[config.mk]
export PLATFORM = sky130hd
export DESIGN_NAME = baud_gen_frac_flat
export DESIGN_NICKNAME = d
export VERILOG_FILES = /design/src/rtl/baud_gen_frac_if.sv /design/src/rtl/baud_gen_frac.sv /design/src/flat_wrapper.sv
export SDC_FILE = /design/constraint.sdc
export NUM_CORES = 1
export LEC_CHECK = 0
export CAP_MARGIN = 40
export CORE_MARGIN = 2
export CORE_UTILIZATION = 50
export DETAILED_ROUTE_END_ITERATION = 10
export PLACE_DENSITY = 0.88
export SLEW_MARGIN = 40
export SYNTH_ARGS = -nofsm -noshare
export SYNTH_HDL_FRONTEND = slang
export SYNTH_SLANG_ARGS = --single-unit
[constraint.sdc]
create_clock -name clk -period 3.8 [get_ports clk]
set_input_delay 1.14 -clock clk [delete_from_list [all_inputs] [get_ports clk]]
set_output_delay 1.14 -clock clk [all_outputs]
set_load 0.02 [all_outputs]
[src/rtl/baud_gen_frac_if.sv]
// rtl/baud_gen_frac_if.sv - control inputs and tick outputs of the fractional baud generator
interface baud_gen_frac_if #(
  parameter int DIV_W  = 16,
  parameter int FRAC_W = 3,
  parameter int OVS    = 16
);
  localparam int PH_W = $clog2(OVS);

  logic              enable;
  logic              sync;
  logic [DIV_W-1:0]  baud_val;
  logic [FRAC_W-1:0] baud_frac;
  logic              baud_tick;
  logic              xmit_tick;
  logic [PH_W-1:0]   ovs_phase;

  modport master (
    output enable, sync, baud_val, baud_frac,
    input  baud_tick, xmit_tick, ovs_phase
  );

  modport slave (
    input  enable, sync, baud_val, baud_frac,
    output baud_tick, xmit_tick, ovs_phase
  );
endinterface

[src/rtl/baud_gen_frac.sv]
// rtl/baud_gen_frac.sv - UART baud generator with fractional period stretching
// Emits an oversample tick every baud_val+1 clocks (plus one on accumulator carry) and a bit tick every OVS-th.
module baud_gen_frac #(
  parameter int DIV_W   = 16,
  parameter int FRAC_EN = 1,
  parameter int FRAC_W  = 3,
  parameter int OVS     = 16
) (
  input  logic           clk,
  input  logic           reset_n,
  baud_gen_frac_if.slave bus
);
  localparam int              PH_W     = $clog2(OVS);
  localparam logic [PH_W-1:0] OVS_LAST = PH_W'(OVS - 1);
  localparam logic            FRAC_ON  = (FRAC_EN != 0);

  logic [DIV_W-1:0]  div_cnt_q, div_cnt_d;
  logic [FRAC_W-1:0] frac_acc_q, frac_acc_d;
  logic              stretch_q, stretch_d;
  logic [PH_W-1:0]   ovs_cnt_q, ovs_cnt_d;
  logic              baud_tick_q, baud_tick_d;
  logic              xmit_tick_q, xmit_tick_d;
  logic [FRAC_W:0]   frac_sum;

  always_comb begin
    div_cnt_d   = div_cnt_q;
    frac_acc_d  = frac_acc_q;
    stretch_d   = stretch_q;
    ovs_cnt_d   = ovs_cnt_q;
    baud_tick_d = 1'b0;
    xmit_tick_d = 1'b0;
    frac_sum    = '0;
    if (bus.sync || !bus.enable) begin
      div_cnt_d  = '0;
      frac_acc_d = '0;
      stretch_d  = 1'b0;
      ovs_cnt_d  = '0;
    end else if (div_cnt_q != '0) begin
      div_cnt_d = div_cnt_q - 1'b1;
    end else if (stretch_q) begin
      // Carry from the previous reload: spend one extra idle clock here.
      stretch_d = 1'b0;
    end else begin
      div_cnt_d   = bus.baud_val;
      baud_tick_d = 1'b1;
      frac_sum    = {1'b0, frac_acc_q} + {1'b0, bus.baud_frac};
      frac_acc_d  = frac_sum[FRAC_W-1:0];
      stretch_d   = frac_sum[FRAC_W] & FRAC_ON;
      if (ovs_cnt_q == OVS_LAST) begin
        ovs_cnt_d   = '0;
        xmit_tick_d = 1'b1;
      end else begin
        ovs_cnt_d = ovs_cnt_q + 1'b1;
      end
    end
  end

  always_ff @(posedge clk or negedge reset_n) begin
    if (!reset_n) begin
      div_cnt_q   <= '0;
      frac_acc_q  <= '0;
      stretch_q   <= 1'b0;
      ovs_cnt_q   <= '0;
      baud_tick_q <= 1'b0;
      xmit_tick_q <= 1'b0;
    end else begin
      div_cnt_q   <= div_cnt_d;
      frac_acc_q  <= frac_acc_d;
      stretch_q   <= stretch_d;
      ovs_cnt_q   <= ovs_cnt_d;
      baud_tick_q <= baud_tick_d;
      xmit_tick_q <= xmit_tick_d;
    end
  end

  assign bus.baud_tick = baud_tick_q;
  assign bus.xmit_tick = xmit_tick_q;
  assign bus.ovs_phase = ovs_cnt_q;
endmodule
[src/flat_wrapper.sv]
// flat-port wrapper written by rule: the top's interface ports become plain ports
module baud_gen_frac_flat 
#(
  parameter int DIV_W   = 16,
  parameter int FRAC_EN = 1,
  parameter int FRAC_W  = 3,
  parameter int OVS     = 16
)
  (clk, reset_n, bus_enable, bus_sync, bus_baud_val, bus_baud_frac, bus_baud_tick, bus_xmit_tick, bus_ovs_phase);
  baud_gen_frac_if #(.DIV_W(DIV_W), .FRAC_W(FRAC_W), .OVS(OVS)) bus_i ();
  input  logic clk;
  input  logic reset_n;
  input wire logic [$bits(bus_i.enable)-1:0] bus_enable;
  input wire logic [$bits(bus_i.sync)-1:0] bus_sync;
  input wire logic [$bits(bus_i.baud_val)-1:0] bus_baud_val;
  input wire logic [$bits(bus_i.baud_frac)-1:0] bus_baud_frac;
  output wire logic [$bits(bus_i.baud_tick)-1:0] bus_baud_tick;
  output wire logic [$bits(bus_i.xmit_tick)-1:0] bus_xmit_tick;
  output wire logic [$bits(bus_i.ovs_phase)-1:0] bus_ovs_phase;
  assign bus_i.enable = bus_enable;
  assign bus_i.sync = bus_sync;
  assign bus_i.baud_val = bus_baud_val;
  assign bus_i.baud_frac = bus_baud_frac;
  assign bus_baud_tick = bus_i.baud_tick;
  assign bus_xmit_tick = bus_i.xmit_tick;
  assign bus_ovs_phase = bus_i.ovs_phase;
  baud_gen_frac #(.DIV_W(DIV_W), .FRAC_EN(FRAC_EN), .FRAC_W(FRAC_W), .OVS(OVS)) u_core (.clk(clk), .reset_n(reset_n), .bus(bus_i));
endmodule
Word-level counts from Yosys, hierarchy flattened --
Cells that the tools add are included.
Storage, ports and cells: word-level logic and storage cells 37, latch bits 0, memories 0, bits of input ports 23, memory bits (read-only) 0, bits in registers 26, memory bits (writable) 0
Cells by class: equal/unequal tests 4, order comparisons 0, multipliers 0, bitwise operators 0, shifts and indexed selects 0, reduce and logical (&&, ||, !) cells 4, $add $sub $neg 3, divide/modulo/power cells 0, multiplexer cells 20
Operators with widths (number):
- 2-to-1 mux 16 bit | 3
- 2-to-1 mux 4 bit | 4
- nonzero test 16 bit | 1
- subtractor 16 x 1 -> 16 bit, second input constant | 1
- 2-to-1 mux 1 bit | 10
- 2-to-1 mux 3 bit | 3
- adder 3 x 3 -> 4 bit | 1
- adder 4 x 1 -> 4 bit, second input constant | 1
- equality test 4 bit, second input constant | 1
- != test 3 bit, second input constant | 1
- != test 2 x 1 -> 1 bit, second input constant | 1
- != test 2 bit, second input constant | 1
- AND reduction 2 bit | 1
- logical NOT 1 bit | 1
- logical OR 1 bit | 1

Longest topological paths before layout --
Gate-level depths: netlist of run 1.
depth after elaboration 5, gate-level depth with buffers 8

Worst setup path after synthesis of run 1 --
Ideal clock, no wire load.
path kind input -> register, from input port bus_baud_frac[0], to register u_core.frac_acc_q[2], data required time 3.668 ns, cell stages on the path 5, arrival 2.032 ns, setup slack 1.637 ns, cell sequence ha_1 > fa_1 > xor2_1 > mux2i_1 > nor2_1
Between the ends: cells in the longest elaborated chain, start to end 4
Ends and longest elaborated chain:
- start: declaration | line flat_wrapper.sv:16 | input wire logic [$bits(bus_i.baud_frac)-1:0] bus_baud_frac;
- adder 3 x 3 -> 4 bit | line baud_gen_frac.sv:46 | frac_sum = {1'b0, frac_acc_q} + {1'b0, bus.baud_frac};
- 2-to-1 mux 3 bit | line baud_gen_frac.sv:40 | end else if (stretch_q) begin
- 2-to-1 mux 3 bit | line baud_gen_frac.sv:38 | end else if (div_cnt_q != '0) begin
- 2-to-1 mux 3 bit | line baud_gen_frac.sv:33 | if (bus.sync || !bus.enable) begin
- end signal: assignment | line baud_gen_frac.sv:68 | frac_acc_q <= frac_acc_d;
- end: declaration | line baud_gen_frac.sv:18 | logic [FRAC_W-1:0] frac_acc_q, frac_acc_d;
No other way between the ends. The select of a mux whose other input is x is not followed. A chain may end at the register's enable or synchronous reset.

Final worst setup path of run 1 --
from register u_core.div_cnt_q[0], to register u_core.div_cnt_q[3]
Between the ends: cells in the longest elaborated chain, start to end 3, elaborated cells between the ends (all ways) 5, those cells by class 1 x add/sub; 1 x eq/ne; 2 x mux; 1 x reduce/logical
Ends and longest elaborated chain:
- start: declaration | line baud_gen_frac.sv:17 | logic [DIV_W-1:0] div_cnt_q, div_cnt_d;
- start signal: assignment | line baud_gen_frac.sv:67 | div_cnt_q <= div_cnt_d;
- subtractor 16 x 1 -> 16 bit or nonzero test 16 bit (tied branches) | line baud_gen_frac.sv:39, baud_gen_frac.sv:38
- 2-to-1 mux 16 bit | line baud_gen_frac.sv:38
- 2-to-1 mux 16 bit | line baud_gen_frac.sv:33
Several ways; a longest one is shown, not always the timed one.

==> impl_metrics.tcl, run 1 <==
set metrics [dict create \
    swShare_pct 46.34 \
    async_reset_ff_share_pct 100.0 \
    synth_top_cell_by_area "dfrtp_1" \
    worstPathArrival_ns 2.82 \
    synth_cell_types 44 \
    timing.rr.start "u_core.div_cnt_q[0]" \
    startpoint_type "register" \
    crit_path_max_fanout 14 \
    pwr_density_cell_mw_per_mm2 774.0 \
    num_vias 1319 \
    ys.flop_type "dfrtp_1" \
    crit_path_start "u_core.div_cnt_q[0]" \
    hold_path.class "reg2reg" \
    cts_buffers 3 \
    clkTransAtPathRegs_ns 0.15 \
    internal_power_mw 0.7696 \
    initial_core_util_pct 51.39 \
    synth_top_area_share_pct 42.52 \
    crit_chain "inv_1 -> ha_1 -> nor4b_1 -> nand4_1 -> buf_4 -> or3b_1 -> a31oi_1" \
    setup_viol 0 \
    clkPwrFrac_pct 10.0 \
    drt-initial-drc-count 61 \
    placed_area_mm2 0.001817 \
    rsz0062_at_grt "no" \
    power_mw 1.434 \
    core-area_mm2 0.002978 \
    final.setup.tns_ns 0 \
    finalMaxSlewViolations 0 \
    antenna_cells 0 \
    cp.required_ns 4.06 \
    syn_area_mm2 0.001530 \
    fin_crit_sh_pct 67.44 \
    ys_ff_latch 26 \
    post-route-util_pct 62.23 \
    grt.overflow.total 0 \
    p_switching_mw 0.6647 \
    grt_pass1_vias 1352 \
    maxCapViolations 0 \
    grt_pass1_wl_mm 6.003 \
    nets 209 \
    port-buffer-count 28 \
    die_h_um 59.32 \
    combPwrFrac_pct 57.6 \
    dpl.hpwl_mm 2.608 \
    cts_hold_buf 0 \
    syn_inst 153 \
    row_count 20 \
    seq_area_frac_synth_pct 42.52 \
    die_area_mm2 0.003519 \
    seq_power_share_pct 32.4 \
    antenna_found_initial 0 \
    status "complete, no violations" \
    clock_latency_ns 0.33 \
    grt_max_degree 27 \
    max_freq_mhz 390.2 \
    area_growth_pct 21.10 \
    synth-edff-count 0 \
    pin_count 29 \
    die_width_um 59.32 \
    worst_pin_slew_ns 0.8128 \
    clock_sinks 26 \
    dr.pass1.iters 4 \
    ant_nets 0 \
    p_leak_nw 0.7652 \
    syn-num-nets 183 \
    cts-root-buf "clkbuf_4" \
    cts_resized 0 \
    ir_worst_vdd_mv 0.3893 \
    gp_congestion 0.8731 \
    synthTopCellsByCount "26 x dfrtp_1, 11 x a21oi_1, 9 x nand2_1" \
    cts_tree "yes" \
    fin_skew_ns 0.01287 \
    min_from "u_core.frac_acc_q[2]" \
    cts.htree.levels 1 \
    fin_area_mm2 0.001853 \
    synth.most_common_cell "dfrtp_1" \
    drt_wl_total_mm 3.614 \
    syn_area_per_cell_um2 10.00 \
    synthTopCellsByArea "dfrtp_1 43%, ha_1 4.9%, a21oi_1 3.6%, xor2_1 3.4%, a211oi_1 2.5%" \
    max_slew_margin_pct 45.31 \
    whs_ns 0.5815 \
    clock_path_buffers 2 \
    grt_usage_pct 22.72 \
    viasPerCell 6.251 \
    post-cts-setup-buffers 0 \
    drive_gt1_share_pct 6.180 \
    slowest_stage "nor4b_1" \
    layout_min_cycle_time_ns 2.563 \
    end_kind "register" \
    yosysWarningCount 0 \
    wire_per_inst_um 17.13 \
    drc 0 \
    critical_path_class "reg2reg" \
    max_stage_delay_ns 0.47 \
    hold_viol_final 0 \
]
## worst max-delay path: cells and delay by family (launching register included)
kind / cells / cell delay (ns)
simple gates: 3 / 1.28
flops: 1 / 0.45
buf+inv: 2 / 0.45
compound gates: 1 / 0.16
fa+ha+maj: 1 / 0.15
## area by class of cell
class | instances | area, µm²
Fill cell | 245 | 1125
Sequential cell | 26 | 650.6
Inverter | 4 | 15.01
Tap cell | 33 | 41.29
Clock buffer | 4 | 36.28
Timing Repair Buffer | 30 | 295.3
Multi-Input combinational cell | 114 | 814.5
## logic make-up after synthesis
logic type                 Yosys count  share of synthesized area, %
AOI/OAI and AO/OA                   39                         16.52
xor gates and xnor gates            10                         5.723
adders and majority gates            7                         6.214
buffers and inverters               13                         4.252
DFF                                 26                         42.52
muxes                                3                         1.962
and+or+nand+nor                     55                         22.81
## worst paths after layout
kind                       slack (ns)                    to  cells past startpoint
max                              1.24   u_core.div_cnt_q[3]                      7
min                              0.58  u_core.frac_acc_q[2]                      2
max reg2reg                      1.24   u_core.div_cnt_q[3]                      7
min reg2reg                      0.58  u_core.frac_acc_q[2]                      2
max in group asynchronous        2.39  u_core.div_cnt_q[14]                      2
min in group asynchronous        1.14  u_core.frac_acc_q[2]                      2
## power groups by stage
stage / registers [mW] / logic (mW) / clock network, mW
global placement: 0.456 / 0.769 / 0
finish: 0.465 / 0.826 / 0.144
floorplan: 0.439 / 0.669 / 0
global route: 0.476 / 0.898 / 0.157
detailed placement: 0.464 / 0.811 / 0
CTS: 0.459 / 0.820 / 0.143
## layer usage
layer | vias up | GRT usage [%] | part of all wire, %
met4 | 0 | 9.740 | 1.2
met3 | 6 | 2.838 | 4.7
li1 | 617 | - | -
met5 | - | 0 | 0
met1 | 652 | 28.33 | 41
met2 | 44 | 39.25 | 53
## metrics by stage
stage	worst slack, ns	cells
3_3_place_gp	1.176	207
4_1_cts	1.226	211
2_1_floorplan	1.637	153
6_report	1.237	211
3_5_place_dp	1.148	207
5_1_grt	1.095	211
## flip-flops by register name (all words and copies together) (netlist names)
register and count:
u_core.div_cnt_q 16, u_core.bus.ovs_phase 4, u_core.frac_acc_q 3, u_core.bus.baud_tick 1
u_core.bus.xmit_tick 1, u_core.stretch_q 1
## placed cells by master, fill, tap and decap left out, types with 3 or more instances in the layout
cell type | netlist | layout
clkdlybuf4s50_1 | 0 | 28
dfrtp_1 | 26 | 26
a21oi_1 | 11 | 11
nand2_1 | 9 | 9
nand3_1 | 7 | 7
nor2_1 | 6 | 6
xor2_1 | 6 | 6
o21ai_0 | 6 | 6
ha_1 | 6 | 6
a211oi_1 | 5 | 5
a31oi_1 | 5 | 5
inv_1 | 4 | 4
nand4_1 | 4 | 4
o2bb2ai_1 | 4 | 4
xnor2_1 | 4 | 4
nor3_1 | 4 | 4
or3b_1 | 4 | 4
nor4_1 | 3 | 3
mux2i_1 | 3 | 3
clkbuf_4 | 0 | 3
Note: power is estimated with default switching activity, not from simulation.
==> run 2: changes to the inputs <==
==> constraint.sdc (replaced) <==
create_clock -name clk -period 2.4 [get_ports clk]
set_input_delay 0.72 -clock clk [delete_from_list [all_inputs] [get_ports clk]]
set_output_delay 0.72 -clock clk [all_outputs]
set_load 0.02 [all_outputs]
==> run 2 against run 1 <==
  * Non-clock buffer count up 4
  * Setup slack worse by 1.0 ns
  * Cell count up 1.9%
  * Power up 70%
  * Combinational power up 69%
  * Critical endpoint is now bus_ovs_phase[0]
==> impl_metrics.tcl, run 2 (synthesis gave the netlist of run 1 again) <==
set metrics [dict create \
    status "complete, no violations" \
    seq_area_um2 650.6 \
    num_vias 1349 \
    fin_area_mm2 0.001906 \
    clock_latency_ns 0.33 \
    drt-initial-drc-count 58 \
    grt_pass1_wl_mm 6.203 \
    cts_hold_buf 0 \
    die_h_um 59.32 \
    maxCapViolations 0 \
    worstPathArrival_ns 1.44 \
    max_stage_delay_ns 0.65 \
    nets 213 \
    port-buffer-count 28 \
    drive_gt1_share_pct 8.791 \
    ant_nets 0 \
    die_area_mm2 0.003519 \
    nFillCells 229 \
    dr.pass1.iters 4 \
    multi_input_area_um2 820.8 \
    grt_pass1_vias 1371 \
    gp_congestion 0.8563 \
    area_growth_pct 24.53 \
    placed_area_mm2 0.001847 \
    largest_reg_flops 16 \
    drt_wl_total_mm 3.661 \
    pwr_density_cell_mw_per_mm2 1280 \
    wire_per_inst_um 17.03 \
    initial_core_util_pct 51.39 \
    pin_count 29 \
    path_delay_family "buffers and inverters" \
    startpoint_type "register" \
    hold_viol_final 0 \
    die_width_um 59.32 \
    antenna_cells 0 \
    drc 0 \
    grt_usage_pct 23.53 \
    power_mw 2.439 \
    setup_viol 0 \
    clock_path_buffers 2 \
    slowest_stage "clkdlybuf4s50_1" \
    ir_worst_vdd_mv 0.8560 \
    critical_path_class "reg2out" \
    fin_skew_ns 0.006615 \
    hold_path.class "reg2reg" \
    final.setup.tns_ns 0 \
    antenna_found_initial 0 \
    max_slew_margin_pct 54.03 \
    cts-root-buf "clkbuf_4" \
    clkTransAtPathRegs_ns 0.15 \
    final_common_cell "clkdlybuf4s50_1" \
    rsz0062_at_grt "no" \
    grt_max_degree 27 \
    layout_min_cycle_time_ns 2.160 \
    dpl.hpwl_mm 2.699 \
    core-area_mm2 0.002978 \
    fin_crit_sh_pct 90.01 \
    cts_buffers 3 \
    p_leak_nw 0.7943 \
    row_count 20 \
    cts.htree.levels 1 \
    max_freq_mhz 462.9 \
    grt.overflow.total 0 \
    path_buf_inv 1 \
    clock_sinks 26 \
    post-cts-setup-buffers 0 \
    regMostFlops "u_core.div_cnt_q" \
    cp.required_ns 1.68 \
    worst_pin_slew_ns 0.6896 \
    end_kind "primary output" \
    cts_tree "yes" \
    crit_path_max_fanout 6 \
    finalMaxSlewViolations 0 \
    layout_common_cells "28 x clkdlybuf4s50_1, 26 x dfrtp_1, 11 x a21oi_1" \
    viasPerCell 6.274 \
    crit_chain "clkdlybuf4s50_1" \
]
run 2: cell count changes in the layout (fill, tap and decap cells not counted), sizes merged:
cell / before / now
buf: 2 / 6
bufinv: 0 / 1
clkbuf: 4 / 3
run 2: final cells by class:
class                           count  share of cell area [%]
Tap cell                           33                   2.167
Clock inverter                      1                   1.576
Inverter                            4                  0.7879
Clock buffer                        3                   1.182
Timing Repair Buffer               34                   17.07
Sequential cell                    26                   34.14
Multi-Input combinational cell    114                   43.07
run 2: path summary, 6_finish.rpt:
path	from	to	slack, ns	cells past startpoint
min	u_core.frac_acc_q[0]	u_core.frac_acc_q[0]	0.58	2
min reg2reg	u_core.frac_acc_q[0]	u_core.frac_acc_q[0]	0.58	2
min in group asynchronous	reset_n	u_core.frac_acc_q[1]	0.73	2
max	u_core.bus.ovs_phase[0]	bus_ovs_phase[0]	0.24	1
max reg2reg	u_core.div_cnt_q[0]	u_core.frac_acc_q[2]	0.27	7
max in group asynchronous	reset_n	u_core.div_cnt_q[8]	1.42	2
run 2: stage by stage:
stage | hold slack (ns) | setup WS [ns] | utilization (%) | std cells
CTS | 0.5735 | 0.1728 | 63.78 | 215
detailed placement | 0.5520 | 0.08906 | 62.02 | 211
finish | 0.5755 | 0.2399 | 63.99 | 215
global placement | 0.5100 | 0.1991 | 62.02 | 211
floorplan | 0.4244 | 0.5595 | - | 153
global route | 0.6117 | 0.09488 | 63.99 | 215
run 2: repair_timing:
item | 4_1_cts | 5_1_grt
gates resized for setup | 0 | 1
endpoints found under the setup margin | 0 | 5
hold endpoints to repair | 0 | 0
run 2: per-layer routing:
layer | global-route usage (%) | vias to the layer above | part of all wire (%)
met3 | 4.803 | 8 | 5.5
met4 | 5.195 | 0 | 1.5
met1 | 28.75 | 660 | 39
li1 | - | 628 | -
met2 | 42.39 | 53 | 54
met5 | 0 | - | 0
run 2: power by group:
part | leakage, nW | internal (mW) | switching (mW)
clock network | 0.0279 | 0.169 | 0.136
registers | 0.356 | 0.555 | 0.181
logic | 0.411 | 0.636 | 0.761
total | 0.794 | 1.36 | 1.08
